`src/rtl/vectoring_postproc_if.sv`:
```
// Result stream from the vectoring post-processor to the next ray stage:
// valid/ready handshake carrying gain-corrected magnitude, clamped angle and tag.
interface vectoring_postproc_if #(
  parameter int DATA_WIDTH = 12,
  parameter int ID_WIDTH   = 8
);
  logic                         out_valid;
  logic                         out_ready;
  logic signed [DATA_WIDTH-1:0] out_mag;
  logic signed [DATA_WIDTH-1:0] out_ang;
  logic [ID_WIDTH-1:0]          out_id;

  modport master (
    output out_valid, out_mag, out_ang, out_id,
    input  out_ready
  );

  modport slave (
    input  out_valid, out_mag, out_ang, out_id,
    output out_ready
  );
endinterface

```
`src/rtl/vectoring_postproc.sv`:
```
// Vectoring CORDIC post-processor: removes the CORDIC gain from the magnitude, clamps
// the angle to +/-pi, and buffers the results in a small FIFO behind a valid/ready port.
module vectoring_postproc #(
  parameter int DATA_WIDTH = 12,
  parameter int ID_WIDTH   = 8,
  parameter int INV_GAIN   = 2487,
  parameter int PI_Q48     = 804,
  parameter int FIFO_DEPTH = 4
) (
  input  logic                                clock,
  input  logic                                reset,
  input  logic signed [DATA_WIDTH-1:0]        in_mag,
  input  logic signed [DATA_WIDTH-1:0]        in_ang,
  input  logic [ID_WIDTH-1:0]                 in_id,
  vectoring_postproc_if.master                out_if,
  output logic [$clog2(FIFO_DEPTH):0]         fifo_level,
  output logic                                overflow,
  input  logic                                clear_overflow
);
  localparam int FRAC   = 12;
  localparam int PROD_W = DATA_WIDTH + FRAC;
  localparam int MAG_W  = PROD_W - FRAC + 1;
  localparam int PTR_W  = $clog2(FIFO_DEPTH);
  localparam int LVL_W  = PTR_W + 1;

  localparam logic [FRAC-1:0]              GAIN_Q012 = INV_GAIN[FRAC-1:0];
  localparam logic signed [PROD_W:0]       ROUND_ADD = (PROD_W+1)'(1 << (FRAC - 1));
  localparam logic signed [MAG_W-1:0]      MAG_MAX   = MAG_W'((1 << (DATA_WIDTH - 1)) - 1);
  localparam logic signed [DATA_WIDTH-1:0] ANG_MAX   = PI_Q48[DATA_WIDTH-1:0];
  localparam logic signed [DATA_WIDTH-1:0] ANG_MIN   = -ANG_MAX;

  // Round half up, then clip to [0, max]: a gain-corrected magnitude is never negative.
  function automatic logic signed [DATA_WIDTH-1:0] round_sat_mag(
    input logic signed [PROD_W-1:0] p
  );
    logic signed [PROD_W:0]  s;
    logic signed [MAG_W-1:0] m;
    s = $signed({p[PROD_W-1], p}) + ROUND_ADD;
    m = s[PROD_W:FRAC];
    if (m < 0)             return '0;
    else if (m > MAG_MAX)  return MAG_MAX[DATA_WIDTH-1:0];
    else                   return m[DATA_WIDTH-1:0];
  endfunction

  function automatic logic signed [DATA_WIDTH-1:0] clamp_ang(
    input logic signed [DATA_WIDTH-1:0] a
  );
    if (a < ANG_MIN)       return ANG_MIN;
    else if (a > ANG_MAX)  return ANG_MAX;
    else                   return a;
  endfunction

  logic signed [PROD_W-1:0] w_mag_x;
  logic signed [PROD_W-1:0] w_gain_x;
  logic signed [PROD_W-1:0] w_prod_p0;
  logic                     w_vld_p0;

  assign w_mag_x   = {{FRAC{in_mag[DATA_WIDTH-1]}}, in_mag};
  assign w_gain_x  = $signed({{DATA_WIDTH{1'b0}}, GAIN_Q012});
  assign w_prod_p0 = w_mag_x * w_gain_x;
  assign w_vld_p0  = (in_id != '0);

  // ---- stage 1: raw product, tag and angle ----
  logic                         r_vld_p1;
  logic [ID_WIDTH-1:0]          r_id_p1;
  logic signed [PROD_W-1:0]     r_prod_p1;
  logic signed [DATA_WIDTH-1:0] r_ang_p1;

  always_ff @(posedge clock or negedge reset) begin
    if (!reset) begin
      r_vld_p1 <= 1'b0;
      r_id_p1  <= '0;
    end else begin
      r_vld_p1 <= w_vld_p0;
      r_id_p1  <= in_id;
    end
  end

  always_ff @(posedge clock) begin
    r_prod_p1 <= w_prod_p0;
    r_ang_p1  <= in_ang;
  end

  // ---- stage 2: rounded/saturated magnitude, clamped angle ----
  logic                         r_vld_p2;
  logic [ID_WIDTH-1:0]          r_id_p2;
  logic signed [DATA_WIDTH-1:0] r_mag_p2;
  logic signed [DATA_WIDTH-1:0] r_ang_p2;

  always_ff @(posedge clock or negedge reset) begin
    if (!reset) begin
      r_vld_p2 <= 1'b0;
      r_id_p2  <= '0;
    end else begin
      r_vld_p2 <= r_vld_p1;
      r_id_p2  <= r_id_p1;
    end
  end

  always_ff @(posedge clock) begin
    r_mag_p2 <= round_sat_mag(r_prod_p1);
    r_ang_p2 <= clamp_ang(r_ang_p1);
  end

  // ---- stage 3: output FIFO ----
  logic signed [DATA_WIDTH-1:0] r_mem_mag [FIFO_DEPTH];
  logic signed [DATA_WIDTH-1:0] r_mem_ang [FIFO_DEPTH];
  logic [ID_WIDTH-1:0]          r_mem_id  [FIFO_DEPTH];
  logic [PTR_W-1:0]             r_wr_ptr;
  logic [PTR_W-1:0]             r_rd_ptr;
  logic [LVL_W-1:0]             r_count;
  logic                         r_overflow;

  logic w_valid, w_full, w_pop, w_wr, w_drop;

  assign w_valid = (r_count != '0);
  assign w_full  = (r_count == LVL_W'(FIFO_DEPTH));
  assign w_pop   = w_valid & out_if.out_ready;
  // A pop in the same cycle frees the head slot, so a full FIFO can still accept.
  assign w_wr    = r_vld_p2 & (~w_full | w_pop);
  assign w_drop  = r_vld_p2 & w_full & ~w_pop;

  always_ff @(posedge clock or negedge reset) begin
    if (!reset) begin
      r_wr_ptr   <= '0;
      r_rd_ptr   <= '0;
      r_count    <= '0;
      r_overflow <= 1'b0;
      for (int i = 0; i < FIFO_DEPTH; i++) begin
        r_mem_mag[i] <= '0;
        r_mem_ang[i] <= '0;
        r_mem_id[i]  <= '0;
      end
    end else begin
      if (w_wr) begin
        r_mem_mag[r_wr_ptr] <= r_mag_p2;
        r_mem_ang[r_wr_ptr] <= r_ang_p2;
        r_mem_id[r_wr_ptr]  <= r_id_p2;
        r_wr_ptr            <= r_wr_ptr + PTR_W'(1);
      end
      if (w_pop)
        r_rd_ptr <= r_rd_ptr + PTR_W'(1);
      if (w_wr && !w_pop)
        r_count <= r_count + LVL_W'(1);
      else if (!w_wr && w_pop)
        r_count <= r_count - LVL_W'(1);
      if (w_drop)
        r_overflow <= 1'b1;
      else if (clear_overflow)
        r_overflow <= 1'b0;
    end
  end

  assign out_if.out_valid = w_valid;
  assign out_if.out_mag   = r_mem_mag[r_rd_ptr];
  assign out_if.out_ang   = r_mem_ang[r_rd_ptr];
  assign out_if.out_id    = r_mem_id[r_rd_ptr];
  assign fifo_level       = r_count;
  assign overflow         = r_overflow;
endmodule

```
`src/flat_wrapper.sv`:
```
// flat-port wrapper written by rule: the top's interface ports become plain ports
module vectoring_postproc_flat 
#(
  parameter int DATA_WIDTH = 12,
  parameter int ID_WIDTH   = 8,
  parameter int INV_GAIN   = 2487,
  parameter int PI_Q48     = 804,
  parameter int FIFO_DEPTH = 4
)
  (clock, reset, in_mag, in_ang, in_id, fifo_level, overflow, clear_overflow, out_if_out_valid, out_if_out_mag, out_if_out_ang, out_if_out_id, out_if_out_ready);
  vectoring_postproc_if #(.DATA_WIDTH(DATA_WIDTH), .ID_WIDTH(ID_WIDTH)) out_if_i ();
  input  logic clock;
  input  logic reset;
  input  logic signed [DATA_WIDTH-1:0] in_mag;
  input  logic signed [DATA_WIDTH-1:0] in_ang;
  input  logic [ID_WIDTH-1:0] in_id;
  output logic [$clog2(FIFO_DEPTH):0] fifo_level;
  output logic overflow;
  input  logic clear_overflow;
  output wire logic [$bits(out_if_i.out_valid)-1:0] out_if_out_valid;
  output wire logic [$bits(out_if_i.out_mag)-1:0] out_if_out_mag;
  output wire logic [$bits(out_if_i.out_ang)-1:0] out_if_out_ang;
  output wire logic [$bits(out_if_i.out_id)-1:0] out_if_out_id;
  input wire logic [$bits(out_if_i.out_ready)-1:0] out_if_out_ready;
  assign out_if_out_valid = out_if_i.out_valid;
  assign out_if_out_mag = out_if_i.out_mag;
  assign out_if_out_ang = out_if_i.out_ang;
  assign out_if_out_id = out_if_i.out_id;
  assign out_if_i.out_ready = out_if_out_ready;
  vectoring_postproc #(.DATA_WIDTH(DATA_WIDTH), .ID_WIDTH(ID_WIDTH), .INV_GAIN(INV_GAIN), .PI_Q48(PI_Q48), .FIFO_DEPTH(FIFO_DEPTH)) u_core (.clock(clock), .reset(reset), .in_mag(in_mag), .in_ang(in_ang), .in_id(in_id), .out_if(out_if_i), .fifo_level(fifo_level), .overflow(overflow), .clear_overflow(clear_overflow));
endmodule
```
`config.mk`:
```
export PLATFORM = sky130hd
export DESIGN_NAME = vectoring_postproc_flat
export DESIGN_NICKNAME = d
export VERILOG_FILES = /design/src/rtl/vectoring_postproc_if.sv /design/src/rtl/vectoring_postproc.sv /design/src/flat_wrapper.sv
export SDC_FILE = /design/constraint.sdc
export NUM_CORES = 1
export LEC_CHECK = 0
export CAP_MARGIN = 20
export CORE_AREA = 2 2 155 157
export CTS_CLUSTER_SIZE = 28
export DETAILED_ROUTE_END_ITERATION = 10
export DIE_AREA = 0 0 157 159
export PLACE_DENSITY = 0.65
export REMOVE_ABC_BUFFERS = 1
export SYNTH_ARGS = -nofsm -noshare
export SYNTH_HDL_FRONTEND = slang
export SYNTH_SLANG_ARGS = --single-unit
```
`constraint.sdc`:
```
create_clock -name clock -period 2.5 [get_ports clock]
set_input_delay 0.625 -clock clock [delete_from_list [all_inputs] [get_ports clock]]
set_output_delay 0.625 -clock clock [all_outputs]
set_load 0.05 [all_outputs]
```
Word-level counts from Yosys, hierarchy flattened --
Index checks and enable logic that the tools add are counted.
Word-level totals: bits of input ports 36, memory bits (read-only) 0, register bits 214, RAM bits 0, memories kept 0, bits in latches 0
Operators by class: $lt $le $gt $ge 7, reduce and logical (&&, ||, !) cells 11, mux-type cells 22, bitwise operators 9, multipliers 1, divide/modulo/power cells 0, shifts and indexed selects 0, add/sub/neg operators 5, eq/ne operators 1
Operators by type and width (number):
- 48-bit bitwise mux | 2
- 12-bit two-way mux | 6
- 12-bit binary-select mux with 2-bit select | 2
- 32-bit bitwise mux | 1
- 24-bit by 13-bit adder with 25-bit output (second input constant) | 1
- 12-bit demux with 2-bit select | 1
- 12-bit by 13-bit multiplier with 24-bit output (second input constant) | 1
- 8-bit two-way mux | 3
- 8-bit binary-select mux with 2-bit select | 1
- 8-bit demux with 2-bit select | 1
- 13-bit by 12-bit > comparator with 1-bit output (second input constant) | 1
- 13-bit by 1-bit less-than comparator with 1-bit output (second input constant) | 1
- 12-bit by 11-bit > comparator with 1-bit output (second input constant) | 1
- 12-bit by 11-bit less-than comparator with 1-bit output (second input constant) | 1
- 11-bit two-way mux | 1
- 8-bit nonzero test | 1
- 3-bit >= comparator (second input constant) | 2
- 3-bit two-way mux | 2
- 2-bit inverter with 3-bit output | 2
- 2-bit by 1-bit adder with 2-bit output (second input constant) | 2
- 1-bit AND | 4
- 2-bit nonzero test | 2
- 2-bit OR reduction | 2
- 3-bit by 1-bit adder with 3-bit output (second input constant) | 1
- other kinds (9) | 14

Logic depth before layout (Yosys ltp) --
depth in word-level cells 8, gate-level depth with buffers 18

Least setup slack after synthesis --
OpenSTA, ideal clock, no wires.
path type input to register, start point input port in_mag[3], end point register u_core.r_prod_p1[23], path buffers 0, data required time 2.380 ns, slack -2.008 ns, arrival 4.387 ns, stages on the path 14, cell sequence ha_1 -> fa_1 -> fa_1 -> fa_1 -> inv_1 -> fa_1 -> inv_1 -> ha_1 -> nand2_1 -> a2111oi_4 -> a21oi_2 -> o211ai_2 -> a21oi_2 -> xnor2_1
On the way: word-level cells in the longest chain between the ends 1
Ends and longest elaborated chain:
- start, declared | line flat_wrapper.sv:14 | input logic signed [DATA_WIDTH-1:0] in_mag;
- 12-bit by 13-bit multiplier with 24-bit output | line vectoring_postproc.sv:60 | assign w_prod_p0 = w_mag_x * w_gain_x;
- named net u_core.w_prod_p0[23] | line vectoring_postproc.sv:55 | logic signed [PROD_W-1:0] w_prod_p0;
- end signal, assigned | line vectoring_postproc.sv:80 | r_prod_p1 <= w_prod_p0;
- end, declared | line vectoring_postproc.sv:66 | logic signed [PROD_W-1:0] r_prod_p1;
The timed path passes the listed nets, and every way through them passes these cells. A chain may end at the register's enable or synchronous reset.

Worst setup path after layout --
start point input port in_mag[9], end point register u_core.r_prod_p1[16]
Same word-level chain as after synthesis.

==> impl_metrics.tcl <==
set metrics [dict create \
    outcome "finished with violations" \
    violations "negative setup slack" \
    grt_pass1_vias 7198 \
    antenna_cells 0 \
    cp.arrival_ps 4510 \
    max_clock_freq_mhz 242 \
    final_core_util_pct 61.9 \
    dpl.hpwl_um 14500 \
    drive_gt1_share_pct 43.4 \
    grt_usage_pct 17.6 \
    place_congestion 0.853 \
    drc 0 \
    crit_type "in2reg" \
    die-width_um 157 \
    synth-seq-cells 203 \
    die_y_um 159 \
    cts_tree "done" \
    syn_inst 816 \
    routed_via_density 4.96 \
    avgSynthCellArea_um2 13.2 \
    cts_root_buf "clkbuf_16" \
    report.final.hold_viol_count 0 \
    grt_pass1_wl_um 35800 \
    cts.sinks 203 \
    wl_per_cell_um 16.0 \
    synth_edf_count 0 \
    maxSlewViolCount 0 \
    core_um2 23200 \
    routed_wl_um 21400 \
    rows 56 \
    path_common_cell "fa_1" \
    num_io_pins 73 \
    startpoint_type "input port" \
    async_reset_ff_share_pct 75.9 \
    clock_latency_ps 480 \
    cts-htree-levels 1 \
    relSlewSlack_pct 53.1 \
    antenna_found_initial 0 \
    layout_min_cycle_time_ps 4140 \
    critical-path-top-delay-family "adder cells" \
    cpPeakStageDelay_ps 520 \
    grt_start_max_net_pins 54 \
    hold_buffers 0 \
    ys_warn_count 0 \
    start_util_pct 46.6 \
    worst_pin_slew_ps 700 \
    synth_area_um2 10800 \
    fin_ws_ps -1640 \
    drt-initial-drc-count 242 \
    cp_slowest_cell "fa_1" \
    rsz0062_at_grt "true" \
    crit_path_cell_trace "buf_8 -> fa_1 -> ha_1 -> inv_2 -> fa_1 -> inv_1 -> fa_1 -> inv_1 -> fa_1 -> inv_2 -> ha_4 -> nand2_4 -> a2111oi_4 -> a21oi_4 -> buf_4 -> buf_6 -> buf_6 -> xnor2_2" \
    die-area_um2 25000 \
    cts_buffer_depth 3 \
    numCtsBuffers 20 \
    end_kind "flip-flop" \
    synth_seq_area_share_pct 44.8 \
    syn_to_final_growth_pct 32.9 \
    synth_top_flop_cell "dfrtp_1" \
    fin_worst_skew_ps 7.36 \
    dr_total_vias 6608 \
    path_buf_inv 8 \
    dpl_worst_slack_ps -2740 \
    finalSetupViolCount 42 \
    worst-path-max-fanout 4 \
    port_buffers 72 \
    nNetsFinal 1173 \
    yosysUniqueCellTypes 51 \
    drt_first_pass_iters 4 \
    grt_overflow 0 \
    ant_nets 0 \
    worstPathRequired_ps 2870 \
    fin_crit_sh_pct 166 \
    clkSlewWorstSetupHoldPaths_ps 60 \
    hold_path.class "in2async" \
    cap_viol_max_count 0 \
]
[per-stage QoR]
step / std cells / cell area, um^2 / hold WS, ps / setup TNS, ps
floorplan: 792 / 10600 / 329 / -34270
global placement: 1277 / 12900 / 332 / -36650
detailed placement: 1277 / 12900 / 336 / -35480
CTS: 1329 / 14200 / 6.52 / -21770
global route: 1333 / 14400 / 23.4 / -24210
finish: 1333 / 14400 / 12.7 / -20380
[synthesized netlist by cell type (2+ instances only)]
cell / number / area share, %
nor2b_1: 2 / 0.12
nand2_2: 4 / 0.23
fa_1: 52 / 9.6
nand3_1: 10 / 0.46
a31oi_1: 3 / 0.17
buf_6: 3 / 0.31
a21boi_0: 2 / 0.14
nor4_1: 2 / 0.12
o21bai_1: 2 / 0.14
buf_4: 9 / 0.63
nand3b_1: 2 / 0.14
o21ai_2: 3 / 0.24
nand4_1: 5 / 0.29
mux4_2: 32 / 6.7
nor2_1: 15 / 0.52
o21ai_0: 12 / 0.56
nor3_1: 2 / 0.093
and3_1: 2 / 0.12
ha_1: 85 / 9.8
o21a_1: 2 / 0.14
clkbuf_1: 7 / 0.24
a21oi_1: 23 / 1.1
a2111oi_4: 2 / 0.51
and2_1: 4 / 0.23
a21o_1: 2 / 0.14
mux2_2: 121 / 13
inv_1: 115 / 4.0
mux2_1: 8 / 0.83
dfxtp_1: 49 / 9.1
xnor2_1: 17 / 1.4
xor2_1: 11 / 0.89
a21oi_2: 3 / 0.24
dfrtp_1: 154 / 36
nand2_1: 30 / 1.0
buf_2: 5 / 0.23
[flip-flops by register name (all words and copies together), names as in the netlist]
signal and flops:
u_core.r_wr_ptr 2, u_core.r_id_p2 8, u_core.r_ang_p2 12, u_core.r_rd_ptr 2
u_core.r_ang_p1 12, u_core.r_vld_p2 1, u_core.r_mag_p2 12, u_core.r_mem_ang 48
u_core.r_prod_p1 13, u_core.overflow 1, u_core.r_id_p1 8, u_core.fifo_level 3
u_core.r_vld_p1 1, u_core.r_mem_mag 48, u_core.r_mem_id 32
[cell usage in the layout, fill, tap and decap left out, types with 8 or more instances in the layout]
master,synthesis,layout
a21oi_1,23,19
buf_12,0,44
buf_4,9,90
buf_6,3,18
clkbuf_16,0,21
clkdlybuf4s50_1,0,26
dfrtp_1,154,153
dfxtp_1,49,49
fa_1,52,48
ha_1,85,56
ha_4,0,29
inv_1,115,91
inv_2,0,24
mux2_1,8,8
mux2_2,121,121
mux4_2,32,32
nand2_1,30,24
nand2_2,4,9
nand3_1,10,8
nor2_1,15,12
o21ai_0,12,10
xnor2_1,17,15
xor2_1,11,11
[worst paths after layout]
| check | depth (start not counted) | start | slack (ps) | endpoint |
|---|---|---|---|---|
| max | 18 | in_mag[9] | -1640 | u_core.r_prod_p1[16]$_DFF_P_ |
| min | 1 | reset | 10 | u_core.r_mem_ang[43]$_DFFE_PN0P_ |
| max reg2reg | 8 | u_core.fifo_level[1]$_DFFE_PN0P_ | 430 | u_core.fifo_level[2]$_DFFE_PN0P_ |
| min reg2reg | 0 | u_core.r_id_p1[6]$_DFF_PN0_ | 350 | u_core.r_id_p2[6]$_DFF_PN0_ |
| max in group asynchronous | 2 | reset | 1860 | u_core.r_rd_ptr[0]$_DFFE_PN0P_ |
| min in group clock | 0 | u_core.r_id_p1[6]$_DFF_PN0_ | 350 | u_core.r_id_p2[6]$_DFF_PN0_ |
[kinds of logic after synthesis]
kind of cell | count (synthesis) | synth area share, %
multiplexers | 161 | 20.1
adder cells (fa/ha/maj) | 137 | 19.5
AND/OR/NAND/NOR | 83 | 3.70
other | 1 | 0.0347
buffers and inverters | 139 | 5.41
flip-flops | 203 | 44.8
XOR/XNOR | 28 | 2.27
AO/OA/AOI/OAI | 64 | 4.19
[layout make-up]
| cell class | instances | area [um^2] |
|---|---|---|
| sequential | 203 | 4840 |
| clock inverter | 7 | 85.1 |
| fill | 1741 | 8840 |
| clock buffer | 29 | 596 |
| inverter | 115 | 432 |
| timing repair buffer | 186 | 2110 |
| tap | 319 | 399 |
| multi-input combinational | 474 | 5890 |
[per-layer routing]
layer  part of all wire, %  global-route usage, %
met5                     0                      0
met4                   1.5                   3.79
met3                   2.7                   1.82
met2                    53                   31.6
met1                    43                   23.0
[timing repair]
item                       in CTS  in global routing
pin swaps                      66                 38
cloned                          4                  0
setup endpoints to repair      46                 45
resized for setup             147                 64
buffers inserted               13                 12
Power is not shown: default switching activity piles up to over one toggle a cycle in this logic, so the estimate is an artifact.
